File: src/rtl/hub75_swap_ctrl.sv
// HUB75 double-buffer swap controller: a 4-word register window that requests a
// front/back buffer swap, applies it at a frame boundary and raises an interrupt.
module hub75_swap_ctrl #(
  parameter logic [31:0] BASEADDR = 32'h81010000
) (
  input  logic        clk,
  input  logic        rst_n,
  input  logic [31:0] addr,
  input  logic [31:0] wdata,
  input  logic [3:0]  wmask,
  input  logic        wen,
  input  logic        ren,
  output logic [31:0] rdata,
  output logic        ready,
  output logic        active,
  input  logic        frame_end,
  output logic        buffer_select,
  output logic        scan_enable,
  output logic [7:0]  brightness,
  output logic        irq
);

  typedef enum logic {
    S_IDLE    = 1'b0,
    S_PENDING = 1'b1
  } state_t;

  localparam logic [1:0] OFF_CTRL   = 2'd0;
  localparam logic [1:0] OFF_STATUS = 2'd1;
  localparam logic [1:0] OFF_FCOUNT = 2'd2;
  localparam logic [1:0] OFF_BRIGHT = 2'd3;

  state_t      r_state;
  state_t      w_state_nxt;
  logic        w_do_swap;
  logic        r_enable;
  logic        r_irq_en;
  logic        r_irq_flag;
  logic        r_buf_sel;
  logic [31:0] r_frame_count;
  logic [7:0]  r_bright;
  logic [31:0] r_rdata;
  logic        r_ready;

  logic [3:0]  w_rel;
  logic [1:0]  w_off;
  logic        w_acc;
  logic        w_wr;
  logic        w_ctrl_wr;
  logic        w_swap_req;
  logic        w_stat_clr;
  logic        w_bright_wr;
  logic [31:0] w_rd;
  logic        w_unused;

  // The upper bound is compared in 33 bits so a window at the top of the map cannot wrap.
  assign active = (addr >= BASEADDR) &&
                  ({1'b0, addr} <= ({1'b0, BASEADDR} + 33'd15));

  assign w_rel       = addr[3:0] - BASEADDR[3:0];
  assign w_off       = w_rel[3:2];
  assign w_acc       = active && (wen || ren);
  assign w_wr        = active && wen;
  assign w_ctrl_wr   = w_wr && (w_off == OFF_CTRL) && wmask[0];
  assign w_swap_req  = w_ctrl_wr && wdata[0];
  assign w_stat_clr  = w_wr && (w_off == OFF_STATUS) && wmask[0] && wdata[2];
  assign w_bright_wr = w_wr && (w_off == OFF_BRIGHT) && wmask[0];
  assign w_unused    = ^{wdata[31:8], wmask[3:1], w_rel[1:0]};

  // Swap FSM: a swap waits for frame_end while scanning, or fires at once when stopped.
  always_comb begin
    w_state_nxt = r_state;
    w_do_swap   = 1'b0;
    case (r_state)
      S_IDLE: begin
        if (w_swap_req) w_state_nxt = S_PENDING;
      end
      S_PENDING: begin
        if (!r_enable || frame_end) begin
          w_do_swap   = 1'b1;
          w_state_nxt = S_IDLE;
        end
      end
      default: w_state_nxt = S_IDLE;
    endcase
  end

  always_comb begin
    w_rd = 32'd0;
    case (w_off)
      OFF_CTRL:   w_rd = {29'd0, r_irq_en, r_enable, 1'b0};
      OFF_STATUS: w_rd = {29'd0, r_irq_flag, (r_state == S_PENDING), r_buf_sel};
      OFF_FCOUNT: w_rd = r_frame_count;
      OFF_BRIGHT: w_rd = {24'd0, r_bright};
      default:    w_rd = 32'd0;
    endcase
  end

  always_ff @(posedge clk or negedge rst_n) begin
    if (!rst_n) begin
      r_state <= S_IDLE;
    end else begin
      r_state <= w_state_nxt;
    end
  end

  always_ff @(posedge clk or negedge rst_n) begin
    if (!rst_n) begin
      r_enable      <= 1'b0;
      r_irq_en      <= 1'b0;
      r_irq_flag    <= 1'b0;
      r_buf_sel     <= 1'b0;
      r_frame_count <= 32'd0;
      r_bright      <= 8'hFF;
      r_rdata       <= 32'd0;
      r_ready       <= 1'b0;
    end else begin
      r_ready <= w_acc;
      if (w_acc) r_rdata <= w_rd;
      if (w_ctrl_wr) begin
        r_enable <= wdata[1];
        r_irq_en <= wdata[2];
      end
      if (w_bright_wr) r_bright <= wdata[7:0];
      if (r_enable && frame_end) r_frame_count <= r_frame_count + 32'd1;
      if (w_do_swap) r_buf_sel <= ~r_buf_sel;
      // A swap in the same cycle as a W1C clear keeps the flag set.
      if (w_do_swap)       r_irq_flag <= 1'b1;
      else if (w_stat_clr) r_irq_flag <= 1'b0;
    end
  end

  assign rdata         = r_rdata;
  assign ready         = r_ready;
  assign buffer_select = r_buf_sel;
  assign scan_enable   = r_enable;
  assign brightness    = r_bright;
  assign irq           = r_irq_flag && r_irq_en;

endmodule

File: config.mk
export PLATFORM = sky130hd
export DESIGN_NAME = hub75_swap_ctrl
export DESIGN_NICKNAME = d
export VERILOG_FILES = /design/src/rtl/hub75_swap_ctrl.sv
export SDC_FILE = /design/constraint.sdc
export NUM_CORES = 1
export LEC_CHECK = 0
export CAP_MARGIN = 20
export CORE_ASPECT_RATIO = 0.75
export CORE_MARGIN = 2
export CORE_UTILIZATION = 35
export CTS_BUF_LIST = sky130_fd_sc_hd__clkbuf_16
export CTS_CLUSTER_SIZE = 40
export DETAILED_ROUTE_END_ITERATION = 6
export PLACE_DENSITY = 0.69
export SLEW_MARGIN = 20
export SYNTH_ARGS = -nofsm -noshare
export SYNTH_HDL_FRONTEND = slang
export SYNTH_SLANG_ARGS = --single-unit
export TNS_END_PERCENT = 20
File: constraint.sdc
create_clock -name clk -period 2.2 [get_ports clk]
set_input_delay 0.66 -clock clk [delete_from_list [all_inputs] [get_ports clk]]
set_output_delay 0.66 -clock clk [all_outputs]
set_load 0.02 [all_outputs]
## Word level (Yosys, flattened, before mapping)

Index checks and enable logic that the tools add are counted.

| word-level totals | value |
|---|---|
| register bits after elaboration | 78 |
| logic and storage cells | 43 |

| cells by class | value |
|---|---|
| equality and inequality tests | 3 |
| $add $sub $neg | 1 |
| reduce and logical (&&, ||, !) cells | 18 |
| magnitude comparators | 2 |
| muxes and demuxes | 8 |
| bitwise logic cells | 2 |

Operator list:

| operator | count |
|---|---|
| $pmux 32 s4 | 1 |
| $add 32x1->32 const B | 1 |
| $ge 32x32->1 const B | 1 |
| $le 32x32->1 const B | 1 |
| $logic_and 1x1->1 | 13 |
| $mux 1 | 6 |
| $eq 2x2->1 const B | 2 |
| $eq 2x1->1 const B | 1 |
| $logic_not 2->1 | 1 |
| $logic_or 1x1->1 | 2 |
| $not 1->1 | 2 |
| $pmux 1 s2 | 1 |
| $reduce_bool 2->1 | 1 |
| $logic_not 1->1 | 1 |

## Depth between registers and ports, before layout

| depth | value |
|---|---|
| word-level depth | 8 |
| mapped depth | 6 |
| mapped depth without buffers | 5 |

## Worst setup path after synthesis

Ideal clock, no wire load.

| timing | value |
|---|---|
| path type | input to output |
| from | in addr[6] |
| to | out active |
| stages | 3 |
| setup slack | -0.043 ns |
| arrival time | 1.583 ns |
| cell sequence | nor4_1 -> nand4_2 -> nor2_1 |

| on the way | value |
|---|---|
| longest elaborated chain between the ends | 2 |

Ends and longest elaborated chain:

| element | RTL line | text |
|---|---|---|
| start: declaration | 8 | `input logic [31:0] addr,` |
| $ge 32x32->1 / $le 32x32->1 (equally long branches) | 57, 58 |  |
| $logic_and 1x1->1 * | 57 | `assign active = (addr >= BASEADDR) &&` |
| end: declaration | 15 | `output logic active,` |

Mark *: on every way between the ends. The rest lies on a longest branch, timed or not.

## Worst setup path after layout

| timing | value |
|---|---|
| from | in addr[5] |
| to | out active |

The elaborated chain is that of the path after synthesis.

==> results.cfg <==
[outcome]
outcome = complete, no violations

[cts]
clock_tree.buffer_depth = 2
clock-sinks = 78
clock_tree_root_buffer_cell = sky130_fd_sc_hd__clkbuf_16
cts_tree = yes
numCtsBuffers = 9
worst_skew_pair.late_latency_ns = 0.33
htree_num_levels = 3
hold_buffer_count_at_cts = 0
path_clk_slew_ns = 0.06

[pwr]
comb_power_share_pct = 4.7
max_ir_drop_vdd_uv = 424
power.clock.fraction_pct = 48.0
p_switching_uw = 650
p_int_uw = 2380
power.static_leakage_uw = 0.00229
power_density_nw_per_um2 = 595
sw_frac_of_total_pct = 21.4
power.share.sequential_pct = 47.3

[route]
wirelength_mm = 7.92
drtPass1Iterations = 4
drt_first_iter_violations = 94
ant_nets = 0
routed_via_density = 4.66
drcViolationCount = 0
routed-via-count = 2618
drt-wirelength-per-cell_um = 14.1

[finish]
insertedDiodeCount = 0
final.fill_count = 875
areaGrowthSynthToFinish_pct = 42.3
share_of_layout_cells_above_drive_strength_1_pct = 23.7
multi_input_comb_area_sq_um = 1520
final_net_count = 499
sequential_cell_area_sq_um = 1960
finalCoreUtilization_pct = 51.9

[worst_setup_path]
endpoint_kind = primary output
critPathMaxFanout = 2
r2r_cells = 6
setup.worst_path.start_class = primary input
critical_path_class = primary input to primary output
critical_path.reg2reg.startpoint = r_frame_count[0]
worstPathArrival_ns = 1.50
worstSetupStartpoint = addr[5]
r2r_slack_ns = 0.48
worst_ep_required_ns = 1.54
r2r_end = r_frame_count[20]

[sta]
timing_max_transition_violations_final = 0
rsz0062_at_grt = false
final-hold-violation-count = 0
final_setup_vio_count = 0
min_period_ns = 2.16
tightest_slew_ns = 0.441
finalCritPeriodShare_pct = 98.2
worst_slew_margin_rel_pct = 70.3
finalClockSkew_ns = 0.00866
fmax_ghz = 0.463
tns_ns = 0
timing.hold.ws_ns = 0.274

[logic_synthesis]
post_synth.cell_area_avg_sq_um = 11.6
synth-edff-count = 0
synth.most_common_cell = sky130_fd_sc_hd__dfrtp_1
cell_types_occupying_the_most_area_after_synthesis = sky130_fd_sc_hd__dfrtp_1, sky130_fd_sc_hd__mux2i_1, sky130_fd_sc_hd__xnor2_1, sky130_fd_sc_hd__mux2_2, sky130_fd_sc_hd__dfstp_2
post_synth_instance_area_sq_um = 3580
synth_flop_cell = sky130_fd_sc_hd__dfrtp_1
async_reset_ff_share_pct = 100
yosys.area.top_type = sky130_fd_sc_hd__dfrtp_1
yosys_warnings = 0
synth-seq-cells = 78
synth.lib_cells_used.distinct = 32
netlist_instances = 308
synth_top_area_share_pct = 49.0
sequential_share_of_the_synthesized_area_pct = 54.8
ys_top_cells_by_count = sky130_fd_sc_hd__dfrtp_1, sky130_fd_sc_hd__nand2_1, sky130_fd_sc_hd__mux2i_1
mappedNetlistNets = 382

[floorplan]
placement_rows = 31
core_area_sq_um = 9810
die_area_sq_um = 11100
floorplan.die.width_um = 121
floorplan.initialDensity_pct = 36.5
ios = 118
die_h_um = 91.6

[grt]
grt_first_pass_wirelength_mm = 13.6
grt_max_degree = 35
total_track_usage_pct = 15.4
vias_in_the_first_global_route = 2783
antenna_found_initial = 0
grt-ovfl-total = 0

[min_path]
hold_class = primary input to asynchronous set/reset pin

[job]
max-cap-violations = 0

[placement]
finalWeightedCongestion = 0.773
number_of_buffer_cells_added_on_primary_ports = 88
detailedPlacementHpwl_mm = 5.86
==> kinds of logic (layout without fill, tap and decap cells) <==
kind of cell | after synthesis | count (layout) | synth area share, %
XOR/XNOR | 32 | 32 | 7.83
multiplexers | 51 | 51 | 15.7
adder cells (fa/ha/maj) | 1 | 1 | 0.350
AND/OR/NAND/NOR | 106 | 106 | 16.4
buffers and inverters | 36 | 158 | 4.09
AO/OA/AOI/OAI | 4 | 4 | 0.839
flip-flops | 78 | 78 | 54.8
==> stage by stage <==
stage	power [uW]	instance area [sq um]	std cells	setup slack [ns]
floorplan	1480	3580	308	-0.0419
global placement	1620	4830	545	-0.741
detailed placement	1620	4830	545	-0.804
CTS	3070	5150	562	0.00230
global route	3150	5090	562	0.00348
finish	3030	5090	562	0.0398
==> timing repair <==
action / CTS / global route
gates resized for setup: 58 / 23
pin swaps: 10 / 10
setup endpoints to repair: 43 / 10
buffers inserted: 1 / 0
==> how the worst max path moves through the flow <==
stage	slack (ns)	end	cells after the start
6_report	0.04	active	5
5_1_grt	0.003	active	5
2_1_floorplan	-0.04	rdata[2]	5
4_1_cts	0.002	active	5
3_5_place_dp	-0.80	active	5
3_3_place_gp	-0.74	active	5
==> state kept, by name (all words and copies together) (netlist names) <==
| name | cells |
|---|---|
| brightness | 8 |
| r_irq_flag | 1 |
| r_irq_en | 1 |
| ready | 1 |
| r_state | 1 |
| scan_enable | 1 |
| buffer_select | 1 |
| rdata | 32 |
| r_frame_count | 32 |
==> layout make-up <==
type	count	share of cell area, %
Inverter	27	1.99
Timing Repair Buffer	115	20.7
Sequential cell	78	38.5
Clock inverter	7	1.30
Clock buffer	9	4.42
Tap cell	132	3.24
Multi-Input combinational cell	194	29.9
==> layout by cell type (no fill, tap or decap), types with 2 or more instances in the layout <==
cell and count:
sky130_fd_sc_hd__clkbuf_16 9, sky130_fd_sc_hd__dlygate4sd2_1 5, sky130_fd_sc_hd__nor2_1 11, sky130_fd_sc_hd__nor4_2 4, sky130_fd_sc_hd__nor3_1 3, sky130_fd_sc_hd__and2_1 4
sky130_fd_sc_hd__buf_2 2, sky130_fd_sc_hd__dfstp_2 8, sky130_fd_sc_hd__nor4_1 3, sky130_fd_sc_hd__nand2_1 36, sky130_fd_sc_hd__buf_12 4, sky130_fd_sc_hd__clkbuf_2 13
sky130_fd_sc_hd__nand3_1 17, sky130_fd_sc_hd__clkdlybuf4s50_1 58, sky130_fd_sc_hd__clkinv_2 3, sky130_fd_sc_hd__and3_1 7, sky130_fd_sc_hd__nand4_1 12, sky130_fd_sc_hd__mux2_2 20
sky130_fd_sc_hd__mux4_2 2, sky130_fd_sc_hd__xor2_1 6, sky130_fd_sc_hd__mux2i_1 29, sky130_fd_sc_hd__clkdlybuf4s15_1 7, sky130_fd_sc_hd__xnor2_1 26, sky130_fd_sc_hd__nor4b_4 2
sky130_fd_sc_hd__inv_1 27, sky130_fd_sc_hd__dfrtp_1 70, sky130_fd_sc_hd__buf_4 24, sky130_fd_sc_hd__nor4_4 2
==> per-layer routing <==
metal  GRT usage [%]  up-vias  routed length, um
li1                -     1284                  -
met1            22.0     1279               3940
met2            23.6       48               3630
met3            3.20        7                282
met4            4.36        0                 68
met5               0        -                  0
==> worst max-delay path: stages <==
cell                            delay (ns)
sky130_fd_sc_hd__dlygate4sd2_1        0.26
sky130_fd_sc_hd__nor4_4               0.16
sky130_fd_sc_hd__nand4_2              0.15
sky130_fd_sc_hd__nor2_2               0.14
sky130_fd_sc_hd__buf_6                0.12
==> power groups by stage <==
stage | combinational (uW) | sequential, uW | clock (uW)
floorplan | 23.1 | 1460 | 0
global placement | 155 | 1460 | 0
detailed placement | 157 | 1460 | 0
CTS | 150 | 1440 | 1480
global route | 157 | 1430 | 1560
finish | 142 | 1440 | 1450
Power figures use the tool's default switching activity.
